===== src/rtl/rc4_sbox_ksa_fsm_if.sv =====
// rc4_sbox_ksa_fsm_if: control and S-memory bus between the RC4 controller, the S-box engine and the RAM.
interface rc4_sbox_ksa_fsm_if #(
  parameter int ADDR_W = 8,
  parameter int DATA_W = 8,
  parameter int KEY_WORDS = 3
);
  logic start;
  logic fill_only;
  logic [KEY_WORDS*DATA_W-1:0] secret_key;
  logic [DATA_W-1:0] q;
  logic [ADDR_W-1:0] address;
  logic [DATA_W-1:0] data;
  logic wren;
  logic busy;
  logic done;
  modport master (
    output start, fill_only, secret_key, q,
    input address, data, wren, busy, done
  );
  modport slave (
    input start, fill_only, secret_key, q,
    output address, data, wren, busy, done
  );
endinterface


===== src/rtl/rc4_sbox_ksa_fsm.sv =====
// rc4_sbox_ksa_fsm: fills the S-memory with the identity permutation, then runs the RC4 key schedule.
module rc4_sbox_ksa_fsm #(
  parameter int ADDR_W = 8,
  parameter int DATA_W = 8,
  parameter int KEY_WORDS = 3
) (
  input logic clk,
  input logic reset,
  rc4_sbox_ksa_fsm_if.slave bus
);
  localparam int K_W = KEY_WORDS > 1 ? $clog2(KEY_WORDS) : 1;
  localparam logic [ADDR_W-1:0] LAST = '1;
  localparam logic [K_W-1:0] K_LAST = K_W'(KEY_WORDS - 1);
  typedef enum logic [3:0] {IDLE, FILL, RD_I, LAT_I, RD_J, LAT_J, WR_I, WR_J, DONE} state_t;
  state_t state;
  logic [ADDR_W-1:0] i, j, j_next;
  logic [K_W-1:0] k;
  logic [KEY_WORDS*DATA_W-1:0] key;
  logic stop_after_fill;
  logic [DATA_W-1:0] si;
  logic [DATA_W-1:0] key_word [KEY_WORDS];
  for (genvar g = 0; g < KEY_WORDS; g++) begin : g_key
    assign key_word[g] = key[(KEY_WORDS-1-g)*DATA_W +: DATA_W];
  end
  assign j_next = j + bus.q[ADDR_W-1:0] + key_word[k][ADDR_W-1:0];
  // Outputs are registered for the state being entered, so the RAM sees them one cycle per state.
  always_ff @(posedge clk or posedge reset) begin
    if (reset) begin
      state <= IDLE;
      i <= '0;
      j <= '0;
      k <= '0;
      key <= '0;
      stop_after_fill <= 1'b0;
      si <= '0;
      bus.address <= '0;
      bus.data <= '0;
      bus.wren <= 1'b0;
      bus.busy <= 1'b0;
      bus.done <= 1'b0;
    end else begin
      case (state)
        IDLE, DONE: if (bus.start) begin
          key <= bus.secret_key;
          stop_after_fill <= bus.fill_only;
          i <= '0;
          j <= '0;
          k <= '0;
          bus.address <= '0;
          bus.data <= '0;
          bus.wren <= 1'b1;
          bus.busy <= 1'b1;
          bus.done <= 1'b0;
          state <= FILL;
        end
        FILL: if (i == LAST) begin
          i <= '0;
          bus.address <= '0;
          bus.wren <= 1'b0;
          bus.busy <= !stop_after_fill;
          bus.done <= stop_after_fill;
          state <= stop_after_fill ? DONE : RD_I;
        end else begin
          i <= i + 1'b1;
          bus.address <= i + 1'b1;
          bus.data <= DATA_W'(i + 1'b1);
        end
        RD_I: state <= LAT_I;
        LAT_I: begin
          si <= bus.q;
          j <= j_next;
          bus.address <= j_next;
          state <= RD_J;
        end
        RD_J: state <= LAT_J;
        LAT_J: begin
          bus.address <= i;
          bus.data <= bus.q;
          bus.wren <= 1'b1;
          state <= WR_I;
        end
        WR_I: begin
          bus.address <= j;
          bus.data <= si;
          state <= WR_J;
        end
        WR_J: begin
          bus.wren <= 1'b0;
          k <= k == K_LAST ? '0 : k + 1'b1;
          if (i == LAST) begin
            bus.busy <= 1'b0;
            bus.done <= 1'b1;
            state <= DONE;
          end else begin
            i <= i + 1'b1;
            bus.address <= i + 1'b1;
            state <= RD_I;
          end
        end
        default: begin
          bus.wren <= 1'b0;
          bus.busy <= 1'b0;
          bus.done <= 1'b0;
          state <= IDLE;
        end
      endcase
    end
  end
endmodule


===== src/flat_wrapper.sv =====
// flat-port wrapper written by rule: the top's interface ports become plain ports
module rc4_sbox_ksa_fsm_flat 
#(
  parameter int ADDR_W = 8,
  parameter int DATA_W = 8,
  parameter int KEY_WORDS = 3
)
  (clk, reset, bus_start, bus_fill_only, bus_secret_key, bus_q, bus_address, bus_data, bus_wren, bus_busy, bus_done);
  rc4_sbox_ksa_fsm_if #(.ADDR_W(ADDR_W), .DATA_W(DATA_W), .KEY_WORDS(KEY_WORDS)) bus_i ();
  input logic clk;
  input logic reset;
  input wire logic [$bits(bus_i.start)-1:0] bus_start;
  input wire logic [$bits(bus_i.fill_only)-1:0] bus_fill_only;
  input wire logic [$bits(bus_i.secret_key)-1:0] bus_secret_key;
  input wire logic [$bits(bus_i.q)-1:0] bus_q;
  output wire logic [$bits(bus_i.address)-1:0] bus_address;
  output wire logic [$bits(bus_i.data)-1:0] bus_data;
  output wire logic [$bits(bus_i.wren)-1:0] bus_wren;
  output wire logic [$bits(bus_i.busy)-1:0] bus_busy;
  output wire logic [$bits(bus_i.done)-1:0] bus_done;
  assign bus_i.start = bus_start;
  assign bus_i.fill_only = bus_fill_only;
  assign bus_i.secret_key = bus_secret_key;
  assign bus_i.q = bus_q;
  assign bus_address = bus_i.address;
  assign bus_data = bus_i.data;
  assign bus_wren = bus_i.wren;
  assign bus_busy = bus_i.busy;
  assign bus_done = bus_i.done;
  rc4_sbox_ksa_fsm #(.ADDR_W(ADDR_W), .DATA_W(DATA_W), .KEY_WORDS(KEY_WORDS)) u_core (.clk(clk), .reset(reset), .bus(bus_i));
endmodule

===== config.mk =====
export PLATFORM = sky130hd
export DESIGN_NAME = rc4_sbox_ksa_fsm_flat
export DESIGN_NICKNAME = d
export VERILOG_FILES = /design/src/rtl/rc4_sbox_ksa_fsm_if.sv /design/src/rtl/rc4_sbox_ksa_fsm.sv /design/src/flat_wrapper.sv
export SDC_FILE = /design/constraint.sdc
export NUM_CORES = 1
export LEC_CHECK = 0
export BUFFER_PORTS_ARGS = -buffer_cell sky130_fd_sc_hd__buf_2
export CORE_ASPECT_RATIO = 0.6
export CORE_MARGIN = 2
export CORE_UTILIZATION = 30
export CTS_BUF_LIST = sky130_fd_sc_hd__clkbuf_2 sky130_fd_sc_hd__clkbuf_4 sky130_fd_sc_hd__clkbuf_8
export CTS_CLUSTER_DIAMETER = 120
export DETAILED_ROUTE_END_ITERATION = 8
export MAX_ROUTING_LAYER = met4
export PLACE_DENSITY = 0.52
export SYNTH_ARGS = -nofsm -noshare
export SYNTH_HDL_FRONTEND = slang
export SYNTH_SLANG_ARGS = --single-unit

===== constraint.sdc =====
create_clock -name clk -period 9.8 [get_ports clk]
set_clock_uncertainty 0.2 [all_clocks]
set_input_delay 0.49 -clock clk [delete_from_list [all_inputs] [get_ports clk]]
set_output_delay 0.49 -clock clk [all_outputs]
set_load 0.03 [all_outputs]

== Yosys cells after proc, flatten, opt, wreduce, memory -nomap -nowiden ==
Cells that the tools add are included.
Cells by class
  order comparisons: 1
  reductions and logical operators: 19
  mux-type cells: 27
  add/sub/neg operators: 4
  equal/unequal tests: 15
  bitwise logic cells: 3
Operator list (count)
  one-hot mux 8 bit (6 select lines): 1
  two-way mux 8 bit: 5
  one-hot mux 4 bit (8 select lines): 1
  one-hot mux 8 bit (4 select lines): 1
  one-hot mux 8 bit (3 select lines): 1
  adder 8 bit: 2
  binary-select mux 8 bit (select 2 bit): 1
  equality test 4 x 3 -> 1 bit, second input constant: 4
  two-way mux 4 bit: 4
  one-hot mux 8 bit (2 select lines): 1
  one-hot mux 1 bit (4 select lines): 3
  AND reduction 3 bit: 4
  adder 8 x 1 -> 8 bit, second input constant: 1
  equality test 4 x 2 -> 1 bit, second input constant: 2
  equality test 8 bit, second input constant: 1
  AND reduction 2 bit: 4
  two-way mux 1 bit: 6
  != test 2 bit, second input constant: 3
  nonzero test 6 bit: 1
  OR reduction 5 bit: 1
  equality test 4 x 1 -> 1 bit, second input constant: 1
  equality test 4 bit, second input constant: 1
  logical NOT 4 bit: 1
  two-way mux 2 bit: 2
  other kinds (14): 17
Word-level totals
  register bits after elaboration: 74
  output and inout port bits: 19
  bits of input ports: 36

== Logic depth before layout (Yosys ltp) ==
Gate-level depths: netlist of the first run.
  word-level depth: 6
  gate-level depth with buffers: 12
  depth with buffers taken out: 11

== Worst setup path before layout of the first run ==
No wires, ideal clock.
  path kind: register to register
  start: register u_core.k[0]
  end: register u_core.bus.address[5]
  arrival: 2.783 ns
  data required time: 9.516 ns
  setup slack: 6.733 ns
  stages on the path, launching flop included: 13
  period minus slack after synthesis: 3.067 ns
  path through: dfrtp_1 > clkbuf_1 > buf_1 > o22ai_1 > fa_1 > ha_1 > inv_1 > fa_1 > nor2b_1 > o21ai_0 > a211oi_1 > nor2b_1 > a41oi_2
Between the ends
  cells in the longest elaborated chain, start to end: 6
Ends and longest elaborated chain
  start: declaration: RTL line rc4_sbox_ksa_fsm.sv:17  | logic [K_W-1:0] k;
  start signal: assignment: RTL line rc4_sbox_ksa_fsm.sv:89  | k <= k == K_LAST ? '0 : k + 1'b1;
  inverter 2 -> 3 bit (not written as such): RTL line rc4_sbox_ksa_fsm.sv:25  | assign j_next = j + bus.q[ADDR_W-1:0] + key_word[k][ADDR_W-1:0];
  binary-select mux 8 bit (select 2 bit): RTL line rc4_sbox_ksa_fsm.sv:25
  two-way mux 8 bit (not written as such) (2 in series): RTL line rc4_sbox_ksa_fsm.sv:25
  adder 8 bit: RTL line rc4_sbox_ksa_fsm.sv:25
  one-hot mux 8 bit (6 select lines): RTL line rc4_sbox_ksa_fsm.sv:42  | case (state)
  end signal: assignment: RTL line rc4_sbox_ksa_fsm.sv:65  | bus.address <= i + 1'b1;
  end signal: assignment: RTL line rc4_sbox_ksa_fsm.sv:72  | bus.address <= j_next;
  end signal: assignment: RTL line rc4_sbox_ksa_fsm.sv:77  | bus.address <= i;
  end: declaration: RTL line rc4_sbox_ksa_fsm_if.sv:22  | output address, data, wren, busy, done
Every way passes these cells. The select of a mux whose other input is x is not followed.
A chain may end at the register's enable or synchronous reset.

== Final worst setup path of the first run ==
  start: register u_core.k[1]
  end: register u_core.bus.address[7]
Same word-level chain as after synthesis.

==> summary.txt, run 1 <==
CP Data Required Time = 9850 ps
Post-CTS Setup Inserts = 0
fmax = 286.3 MHz
Critical Path Fanout Max = 18
met3 usage = 3.864%
Final Hold Vio Count = 0
DP Area = 0.004508 mm²
DIE HEIGHT = 95.11 µm
Post-synth EDFFs = 0
DRC = 0
Worst Hold End = u_core.stop_after_fill$_DFFE_PP0P_
VDD IR max = 0.08517 mV
initial DRC count = 202
combinational power share = 49.6%
diodes inserted = 0
DR WL/cell = 17.51 µm
Initial Utilization = 30.55%
Primary FF master, synth = dfrtp_1
Arrival @ worst endpoint = 3540 ps
Pint = 1.001 mW
routed wire length = 10810 µm
Reg clk slew, reported paths = 80 ps
xor/xnor share of the synthesized area = 2.743%
GR Util met1 = 24.43%
Tcrit/Tclk final = 35.64%
multiplexer share of the synthesized area = 10.01%
Power Total = 1.751 mW
leakage power = 2.184 nW
adder-cell share of the synthesized area = 5.969%
commonest non-fill, non-tap cell in the layout = dfrtp_1
Tightest Pin Transition = 1226 ps
setup TNS = 0 ps
Die ar. = 0.01482 mm²
Setup WS post-layout = 6308 ps
number of global-route vias before repair = 3216
Sw Ratio = 42.85%
number of nets still failing antenna checks after routing = 0
HP Class = primary input to flip-flop
pwr/cell area = 366.4 mW/mm²
Post-Synth Simple-Gate Area = 14.77%
Reg power frac = 32.0%
CTS Root Cell = clkbuf_8
CTS sink cnt = 74
top cells by area, synth = dfrtp_1, mux2_2, nand2_1, fa_1, o21ai_0
Largest stage delay, worst path = 820 ps
Synth Register Bits = 74
# rows = 33
busiest grt layer = met1
clock network fraction of design power = 18.4%
relative slew slack = 17.81%
Hold Path Depth = 2
critical path type = flip-flop to flip-flop
TritonRoute pass-1 iters = 5
global-route wire length before repair = 17650 µm
CTS tree = yes
reg2reg end = u_core.bus.address[7]$_DFFE_PP0P_
initial antenna violation count = 0
HP Start = bus_fill_only
maximum capacitance violations = 0
Die Wd = 155.8 µm
total congestion overflow = 0
post-synthesis compound-gate area fraction = 17.18%
Via density = 5.131
CP Capture Type = flip-flop
RSZ-0062 raised after global routing = no
P_sw = 750.1 µW
CP top delay family = adder cells
critical path, cell by cell = mux2i_1 -> o22ai_1 -> fa_1 -> ha_1 -> inv_1 -> fa_1 -> nor2b_1 -> o31a_1 -> or3_1 -> mux2i_1 -> a221o_1
RR Startpoint = u_core.k[1]$_DFFE_PP0P_
area growth from synthesis to layout = 15.13%
fin area = 0.004778 mm²
post-layout net count = 488
deepest clock path buffer count = 2
Async SR Flop Fraction = 100.0%
Final setup viols = 0
most frequent cells in the layout = dfrtp_1, nand2_1, buf_2
depth of the CTS H-tree = 3
pin count of the biggest net entering global routing = 75
status = finished, final reports clean
synth unique cells = 62
register area share after synthesis = 44.62%
via count = 3166
R2R cell count = 11
CTS buffer count = 9
I/O Buffers = 54
CTS Hold Bufs = 0
CP bufs+invs = 1
synth warn = 0
cell taking the most area after synthesis = dfrtp_1
worst slack, placed = 6341 ps
Synth Instances = 395
Startpoint Class = flip-flop
CTS resizes = 0
grt met2 use = 22.12%
Detail Placement HPWL = 7963 µm
Final Slew Violations = 0
share of cells above drive strength 1 = 26.92%
largest family of logic cells by synthesized area = compound AO/OA/AOI/OAI gates
slowest stage cell, crit path = dfrtp_1
post-synth top area share = 44.62%
Synth Cell Area = 0.004150 mm²
I/O pin count = 55
All-Layer GR Usage = 16.28%
flop-to-flop setup slack = 6310 ps
Avg Inst Size Synth = 10.51 µm²
gp weighted congestion = 0.8386
crit path time final = 3492 ps
worst-skew pair later-pin latency = 360 ps
core footprint = 0.01358 mm²
Syn Nets = 446
[metrics by stage]
stage | instances | utilization, % | hold WS, ps
after floorplan | 395 | - | 245.5
after global placement | 601 | 33.19 | 260.4
after detailed placement | 601 | 33.19 | 267.3
after CTS | 617 | 35.18 | 140.6
after global routing | 617 | 35.18 | 140.0
final | 617 | 35.18 | 147.3
[synthesized netlist by cell type (3+ instances only)]
cell and number:
a221o_1 3, o22ai_1 8, mux2i_1 10, o22ai_2 3, ha_1 7, mux2_2 27
a222oi_1 3, nor2_1 17, o21ai_0 21, a21o_1 6, a21oi_1 13, buf_4 9
a211oi_1 3, nor2b_1 7, fa_1 8, a22o_1 11, inv_1 11, dfrtp_1 74
nor3_2 3, or3_1 3, a22oi_1 8, buf_2 12, nand2_1 60, nand3b_1 3
nand3_1 9, xnor2_1 11
[power by group through the flow]
stage               clock network, mW  logic, mW  registers [mW]
detailed placement                  0      0.860           0.566
global placement                    0      0.840           0.563
finish                          0.323      0.868           0.561
floorplan                           0      0.660           0.543
CTS                             0.329      0.865           0.561
global route                    0.345      0.965           0.580
[flip-flops by register name, indices dropped and copies added (netlist names), 2 cells and up]
register	flops
u_core.state	4
u_core.key	24
u_core.k	2
u_core.bus.data	8
u_core.i	8
u_core.si	8
u_core.j	8
u_core.bus.address	8
[per-layer routing]
layer / vias up / routed length (µm)
met5: - / 0
met4: 0 / 72
met3: 10 / 537
met2: 89 / 4317
met1: 1568 / 5878
li1: 1499 / -
[layout make-up]
class,instances,area [µm²]
well taps,175,219.0
clock inverters,5,125.1
repair buffers,57,292.8
flip-flops and latches,74,1852
fillers,1376,8806
clock buffers,11,145.1
multi-input cells,284,2103
inverters,11,41.29
[worst max path at each step]
stage,startpoint,endpoint,slack (ps),cells past startpoint
after floorplan,u_core.k[0]$_DFFE_PP0P_,u_core.bus.address[5]$_DFFE_PP0P_,6730,12
after global placement,u_core.k[1]$_DFFE_PP0P_,u_core.bus.address[7]$_DFFE_PP0P_,6470,11
after detailed placement,u_core.k[1]$_DFFE_PP0P_,u_core.bus.address[7]$_DFFE_PP0P_,6340,11
after CTS,u_core.k[1]$_DFFE_PP0P_,u_core.bus.address[7]$_DFFE_PP0P_,6320,11
after global routing,u_core.k[1]$_DFFE_PP0P_,u_core.bus.address[7]$_DFFE_PP0P_,6080,11
final,u_core.k[1]$_DFFE_PP0P_,u_core.bus.address[7]$_DFFE_PP0P_,6310,11
[cells by family after synthesis]
family / after synthesis
compound gates: 99
simple gates: 119
mux: 38
buf+inv: 37
flops: 74
fa+ha+maj: 15
xor+xnor: 13
[worst reg2reg max path, delay by kind of cell, from the launching register on]
family / cells / cell delay (ps)
buf+inv: 1 / 50
fa+ha+maj: 3 / 1120
mux: 2 / 340
flops: 1 / 820
simple gates: 2 / 300
compound gates: 3 / 540
Power figures use the tool's default switching activity.
==> run 2: changes to the inputs <==
--- a/config.mk
+++ b/config.mk
@@ -5,6 +5,7 @@
 export SDC_FILE = /design/constraint.sdc
 export NUM_CORES = 1
 export LEC_CHECK = 0
+export ABC_AREA = 1
 export BUFFER_PORTS_ARGS = -buffer_cell sky130_fd_sc_hd__buf_2
 export CORE_ASPECT_RATIO = 0.6
 export CORE_MARGIN = 2
@@ -13,7 +14,7 @@
 export CTS_CLUSTER_DIAMETER = 120
 export DETAILED_ROUTE_END_ITERATION = 8
 export MAX_ROUTING_LAYER = met4
-export PLACE_DENSITY = 0.52
+export PLACE_DENSITY = 0.54
 export SYNTH_ARGS = -nofsm -noshare
 export SYNTH_HDL_FRONTEND = slang
 export SYNTH_SLANG_ARGS = --single-unit
==> constraint.sdc (replaced) <==
create_clock -name clk -period 2.9 [get_ports clk]
set_clock_uncertainty 0.2 [all_clocks]
set_input_delay 0.145 -clock clk [delete_from_list [all_inputs] [get_ports clk]]
set_output_delay 0.145 -clock clk [all_outputs]
set_load 0.03 [all_outputs]
==> summary.txt, run 2 <==
Layout Cells excl Fill = 781 (+27%)
All-Layer GR Usage = 17.84% (+1.6 points)
CTS buffer count = 9 (unchanged)
register area share after synthesis = 45.38% (+0.77 points)
relative slew slack = 56.73% (+39 points)
number of global-route vias before repair = 3726 (+16%)
CTS Root Cell = clkbuf_8
Via density = 4.773 (-7.0%)
area growth from synthesis to layout = 34.56%
Detail Placement HPWL = 8897 µm (+12%)
routed wire length = 12020 µm (+11%)
fmax = 352.5 MHz (+23%)
pwr/cell area = 1214 mW/mm² (+230%)
post-layout net count = 657 (+35%)
initial antenna violation count = 0 (unchanged)
CTS sink cnt = 74 (unchanged)
Arrival @ worst endpoint = 2890 ps (-650 ps)
gp weighted congestion = 0.9198 (+9.7%)
slowest stage cell, crit path = dfrtp_2
initial DRC count = 299 (+48%)
Initial Utilization = 31.26% (+0.71 points)
via count = 3728 (+18%)
pin count of the biggest net entering global routing = 48 (-36%)
number of nets still failing antenna checks after routing = 0 (unchanged)
DIE HEIGHT = 94.34 µm (-0.81%)
Die Wd = 154.6 µm (-0.83%)
CTS tree = yes
core footprint = 0.01305 mm² (-3.9%)
Final setup viols = 0 (unchanged)
top cells by area, synth = dfrtp_1, nand2_1, inv_1, o21ai_0, a21oi_1
critical path, cell by cell = buf_4 -> buf_4 -> a21oi_2 -> o21ai_1 -> o21ai_1 -> fa_2 -> ha_4 -> inv_2 -> fa_2 -> buf_4 -> xnor2_1 -> nand2_1 -> o211ai_1 -> o21ai_2 -> nand2_1
worst-skew pair later-pin latency = 360 ps (about the same)
maximum capacitance violations = 0 (unchanged)
cell taking the most area after synthesis = dfrtp_1
Async SR Flop Fraction = 100.0% (unchanged)
max reg flops = 24 (unchanged)
DRC = 0 (unchanged)
largest reg by FF count = u_core.key
most instantiated cells after synthesis = nand2_1, dfrtp_1, inv_1, o21ai_0, a21oi_1
CP Data Required Time = 2950 ps (-6900 ps)
deepest clock path buffer count = 2 (unchanged)
RSZ-0062 raised after global routing = yes
I/O Buffers = 54 (unchanged)
Synth Cell Area = 0.004080 mm² (-1.7%)
Final Slew Violations = 0 (unchanged)
Synth Instances = 492 (+25%)
Synth Register Bits = 74 (unchanged)
Largest stage delay, worst path = 450 ps (-370 ps)
most used cell, CP = buf_4
Final Hold Vio Count = 0 (unchanged)
most frequent cell after synthesis = nand2_1
Syn Nets = 543 (+22%)
CP Capture Type = flip-flop
synth unique cells = 40 (-35%)
Tightest Pin Transition = 648.1 ps (-578.1 ps)
most frequent cells in the layout = nand2_1, dfrtp_1, buf_2
Avg Inst Size Synth = 8.293 µm² (-21%)
synth warn = 0 (unchanged)
Primary FF master, synth = dfrtp_1
depth of the CTS H-tree = 3 (unchanged)
VDD IR max = 0.4650 mV (+450%)
I/O pin count = 55 (unchanged)
TritonRoute pass-1 iters = 5 (unchanged)
critical path type = flip-flop to flip-flop
status = finished, final reports clean
global-route wire length before repair = 19200 µm (+8.8%)
utilization after layout = 42.06% (+6.9 points)
Reg clk slew, reported paths = 80 ps (about the same)
Startpoint Class = flip-flop
# rows = 32 (-3.0%)
Inst Count DP = 725 (+21%)
post-synth top area share = 45.38% (+0.77 points)
leakage power = 2.738 nW (+25%)
commonest non-fill, non-tap cell in the layout = nand2_1
# fillers = 1312 (-4.7%)
Die ar. = 0.01458 mm² (-1.6%)
Post-synth EDFFs = 0 (unchanged)
diodes inserted = 0 (unchanged)
crit path time final = 2837 ps (-655.4 ps)
total congestion overflow = 0 (unchanged)
HP Class = primary input to asynchronous set/reset pin
Tcrit/Tclk final = 97.83% (+62 points)
Critical Path Fanout Max = 5 (-13)
share of cells above drive strength 1 = 28.15% (+1.2 points)
DR WL/cell = 15.39 µm (-12%)
[run 2: cell count changes after synthesis, moves of 8 or more]
cell,previous run,this run
a22o_1,11,0
inv_2,0,10
o21ai_0,21,38
nor2_1,17,28
o21ai_1,1,12
mux2i_1,10,0
inv_1,11,57
mux2_2,27,9
nand2_1,60,123
a21oi_1,13,36
nand3_1,9,17
xnor2_1,11,1
[run 2: final cells by class]
class                      count  area [µm²]  area share (%)
clock inverter                 4       72.57           1.322
multi-input combinational    337        2047           37.28
inverter                      71       272.8           4.968
sequential                    74        1854           33.77
tap                          170       212.7           3.874
clock buffer                  12       165.2           3.008
timing repair buffer         113       865.8           15.77
[run 2: metrics by stage]
stage	worst slack [ps]	setup TNS, ps	instance area, µm²	total power [mW]	hold WS [ps]
finish	63.05	0	5490	6.668	229.0
global route	-78.62	-188.2	5490	7.214	279.2
detailed placement	-96.94	-264.0	4678	5.073	80.66
CTS	-1.700	-1.700	5291	6.192	247.4
global placement	-28.48	-33.66	4678	5.011	60.92
floorplan	63.83	0	4080	4.085	54.62
[run 2: metal layers]
layer,routed length [µm],track usage [%],up-vias
met5,0,-,-
met4,121,4.090,0
met3,685,4.222,12
met2,4698,24.00,101
met1,6515,26.76,1793
li1,-,-,1822
[run 2: timing repair]
action	in CTS	in global routing
hold endpoints to repair	65	0
resized for setup	7	48
cloned	0	1
hold buffers	35	0
pin swaps	1	21
setup buffers	0	4
setup endpoints to repair	5	9
[run 2: power by group]
part           internal, mW  total [mW]  switching (mW)
clock                 0.554       0.962           0.408
sequential             1.44        1.68           0.236
combinational          1.63        4.03            2.40
total                  3.63        6.67            3.04
[run 2: cells by family after synthesis]
kind of cell / synth area share (%)
AO/OA/AOI/OAI: 14.66
XOR/XNOR: 0.4294
adder cells (fa/ha/maj): 6.072
buffers and inverters: 7.973
flip-flops: 45.38
multiplexers: 2.484
AND/OR/NAND/NOR: 23.00
[run 2: final timing paths]
kind,cells after the start,slack (ps),to,startpoint
setup / recovery,15,60,u_core.bus.address[3]$_DFFE_PP0P_,u_core.k[1]$_DFFE_PP0P_
hold / removal,3,230,u_core.key[16]$_DFFE_PP0P_,reset
setup reg to reg,15,60,u_core.bus.address[3]$_DFFE_PP0P_,u_core.k[1]$_DFFE_PP0P_
hold reg to reg,2,280,u_core.bus.data[5]$_DFFE_PP0P_,u_core.bus.data[5]$_DFFE_PP0P_
max in group asynchronous,4,1570,u_core.i[5]$_DFFE_PP0P_,reset
min in group clk,2,280,u_core.bus.data[5]$_DFFE_PP0P_,u_core.bus.data[5]$_DFFE_PP0P_
[run 2: worst max-delay path: cells and delay by family, from the launching register on]
kind / cells / cell delay [ps]
fa+ha+maj: 3 / 810
compound gates: 5 / 550
buf+inv: 4 / 460
flops: 1 / 450
simple gates: 2 / 150
xor+xnor: 1 / 110
==> run 3: changes to the inputs <==
--- a/config.mk
+++ b/config.mk
@@ -9,12 +9,12 @@
 export BUFFER_PORTS_ARGS = -buffer_cell sky130_fd_sc_hd__buf_2
 export CORE_ASPECT_RATIO = 0.6
 export CORE_MARGIN = 2
-export CORE_UTILIZATION = 30
+export CORE_UTILIZATION = 35
 export CTS_BUF_LIST = sky130_fd_sc_hd__clkbuf_2 sky130_fd_sc_hd__clkbuf_4 sky130_fd_sc_hd__clkbuf_8
 export CTS_CLUSTER_DIAMETER = 120
 export DETAILED_ROUTE_END_ITERATION = 8
 export MAX_ROUTING_LAYER = met4
-export PLACE_DENSITY = 0.54
+export PLACE_DENSITY = 0.6
 export SYNTH_ARGS = -nofsm -noshare
 export SYNTH_HDL_FRONTEND = slang
 export SYNTH_SLANG_ARGS = --single-unit
==> summary.txt, run 3 (synthesized netlist as in run 2, its figures left out) <==
I/O Buffers = 54 (unchanged)
commonest non-fill, non-tap cell in the layout = nand2_1
global-route wire length before repair = 18670 µm (-2.8%)
fmax = 355.7 MHz (+0.92%)
core footprint = 0.01134 mm² (-13%)
utilization after layout = 46.99% (+4.9 points)
DR WL/cell = 14.85 µm (-3.5%)
diodes inserted = 0 (unchanged)
routed wire length = 11370 µm (-5.4%)
CP Data Required Time = 2950 ps (about the same)
max reg flops = 24 (unchanged)
Final Slew Violations = 0 (unchanged)
Setup WS post-layout = 88.87 ps (+25.82 ps)
initial DRC count = 234 (-22%)
leakage power = 2.686 nW (-1.9%)
CP Capture Type = flip-flop
via count = 3782 (+1.4%)
CTS sink cnt = 74 (unchanged)
All-Layer GR Usage = 20.07% (+2.2 points)
Final setup viols = 0 (unchanged)
worst slack, placed = -8.108 ps (+88.83 ps)
Critical Path Fanout Max = 11 (+6)
DIE HEIGHT = 87.64 µm (-7.1%)
R2R cell count = 12 (-3)
CTS Root Cell = clkbuf_8
flop-to-flop setup slack = 90 ps (+30 ps)
Die Wd = 143.4 µm (-7.2%)
Inst Count DP = 714 (-1.5%)
deepest clock path buffer count = 2 (unchanged)
CTS tree = yes
depth of the CTS H-tree = 3 (unchanged)
reg2reg end = u_core.bus.address[3]$_DFFE_PP0P_
HP Class = primary input to asynchronous set/reset pin
Reg clk slew, reported paths = 90 ps (about the same)
# rows = 30 (-6.3%)
VDD IR max = 0.4746 mV (+2.1%)
Tcrit/Tclk final = 96.94% (-0.89 points)
Arrival @ worst endpoint = 2860 ps (-30 ps)
Final Hold Vio Count = 0 (unchanged)
area growth from synthesis to layout = 30.54%
Tightest Pin Transition = 623.3 ps (-24.75 ps)
RSZ-0062 raised after global routing = yes
I/O pin count = 55 (unchanged)
number of nets still failing antenna checks after routing = 0 (unchanged)
RR Startpoint = u_core.k[1]$_DFFE_PP0P_
initial antenna violation count = 0 (unchanged)
critical path type = flip-flop to flip-flop
crit path time final = 2811 ps (-25.82 ps)
worst-skew pair later-pin latency = 360 ps (about the same)
DRC = 0 (unchanged)
WHS = 206.5 ps (-22.54 ps)
Die ar. = 0.01257 mm² (-14%)
gp weighted congestion = 0.9398 (+2.2%)
pwr/cell area = 1203 mW/mm² (-0.97%)
# fillers = 1110 (-15%)
TritonRoute pass-1 iters = 5 (unchanged)
Layout Cells excl Fill = 766 (-1.9%)
status = finished, final reports clean
number of global-route vias before repair = 3619 (-2.9%)
post-layout net count = 652 (-0.76%)
Startpoint Class = flip-flop
total congestion overflow = 0 (unchanged)
Detail Placement HPWL = 8479 µm (-4.7%)
relative slew slack = 58.38% (+1.7 points)
largest reg by FF count = u_core.key
pin count of the biggest net entering global routing = 42 (-13%)
Via density = 4.937 (+3.4%)
CTS buffer count = 9 (unchanged)
Initial Utilization = 35.99% (+4.7 points)
most frequent cells in the layout = nand2_1, dfrtp_1, inv_1, buf_2
share of cells above drive strength 1 = 25.91% (-2.2 points)
maximum capacitance violations = 0 (unchanged)
Power Total = 6.406 mW (-3.9%)
run 3: changes by cell type in the layout (fill, tap and decap cells not counted), moves of 2 or more:
cell / change
o21ai_0: +3
nand2_1: +3
clkbuf_8: -2
nand2_2: -3
buf_6: -3
a21oi_1: +2
o21ai_4: -2
run 3: worst max-delay path, cell delays in order, from the launching register on:
cell and delay (ps):
dfrtp_2 450, buf_6 150, o21ai_0 130, o21ai_1 90, fa_1 510, inv_1 70
fa_2 420, buf_4 150, xnor2_1 110, nand2_1 80, o211ai_1 110, o21ai_2 160
nand2_1 60
run 3: worst max-delay path by stage:
stage	cells past startpoint	end	from	slack, ps
3_5_place_dp	12	u_core.bus.address[5]$_DFFE_PP0P_	u_core.k[1]$_DFFE_PP0P_	-8
3_3_place_gp	15	u_core.bus.address[5]$_DFFE_PP0P_	u_core.k[1]$_DFFE_PP0P_	-40
4_1_cts	15	u_core.bus.address[7]$_DFFE_PP0P_	u_core.k[0]$_DFFE_PP0P_	9
6_report	12	u_core.bus.address[3]$_DFFE_PP0P_	u_core.k[1]$_DFFE_PP0P_	90
5_1_grt	12	u_core.bus.address[3]$_DFFE_PP0P_	u_core.k[1]$_DFFE_PP0P_	-70
2_1_floorplan	13	u_core.bus.address[5]$_DFFE_PP0P_	u_core.k[1]$_DFFE_PP0P_	60
run 3: through the flow:
stage,cell area [µm²],TNS [ps]
5_1_grt,5326,-167.3
2_1_floorplan,4080,0
4_1_cts,5234,0
6_report,5326,0
3_5_place_dp,4658,-14.33
3_3_place_gp,4658,-36.76
run 3: final cells by class:
cell class	count	area (µm²)	area share, %
Inverter	71	272.8	5.121
Clock inverter	5	77.57	1.456
Multi-Input combinational cell	337	1984	37.26
Sequential cell	74	1854	34.81
Timing Repair Buffer	108	792.0	14.87
Tap cell	160	200.2	3.759
Clock buffer	11	145.1	2.725
run 3: per-layer routing:
layer | track usage [%] | up-vias | routed length [µm]
met5 | - | - | 0
met4 | 6.150 | 0 | 163
met3 | 7.162 | 20 | 935
met2 | 25.45 | 131 | 4392
met1 | 29.29 | 1818 | 5881
li1 | - | 1813 | -
run 3: report_power, final:
part | switching [mW] | total [mW] | leakage, nW | internal (mW)
Combinational | 2.30 | 3.81 | 1.65 | 1.52
Clock | 0.397 | 0.912 | 0.113 | 0.515
Sequential | 0.239 | 1.68 | 0.925 | 1.44
run 3: timing repair:
item | 4_1_cts | 5_1_grt
hold endpoints to repair | 63 | 0
buffers inserted | 0 | 1
pin swaps | 0 | 6
endpoints found under the setup margin | 3 | 10
cloned | 0 | 0
resized for setup | 4 | 28
hold buffers | 35 | 0
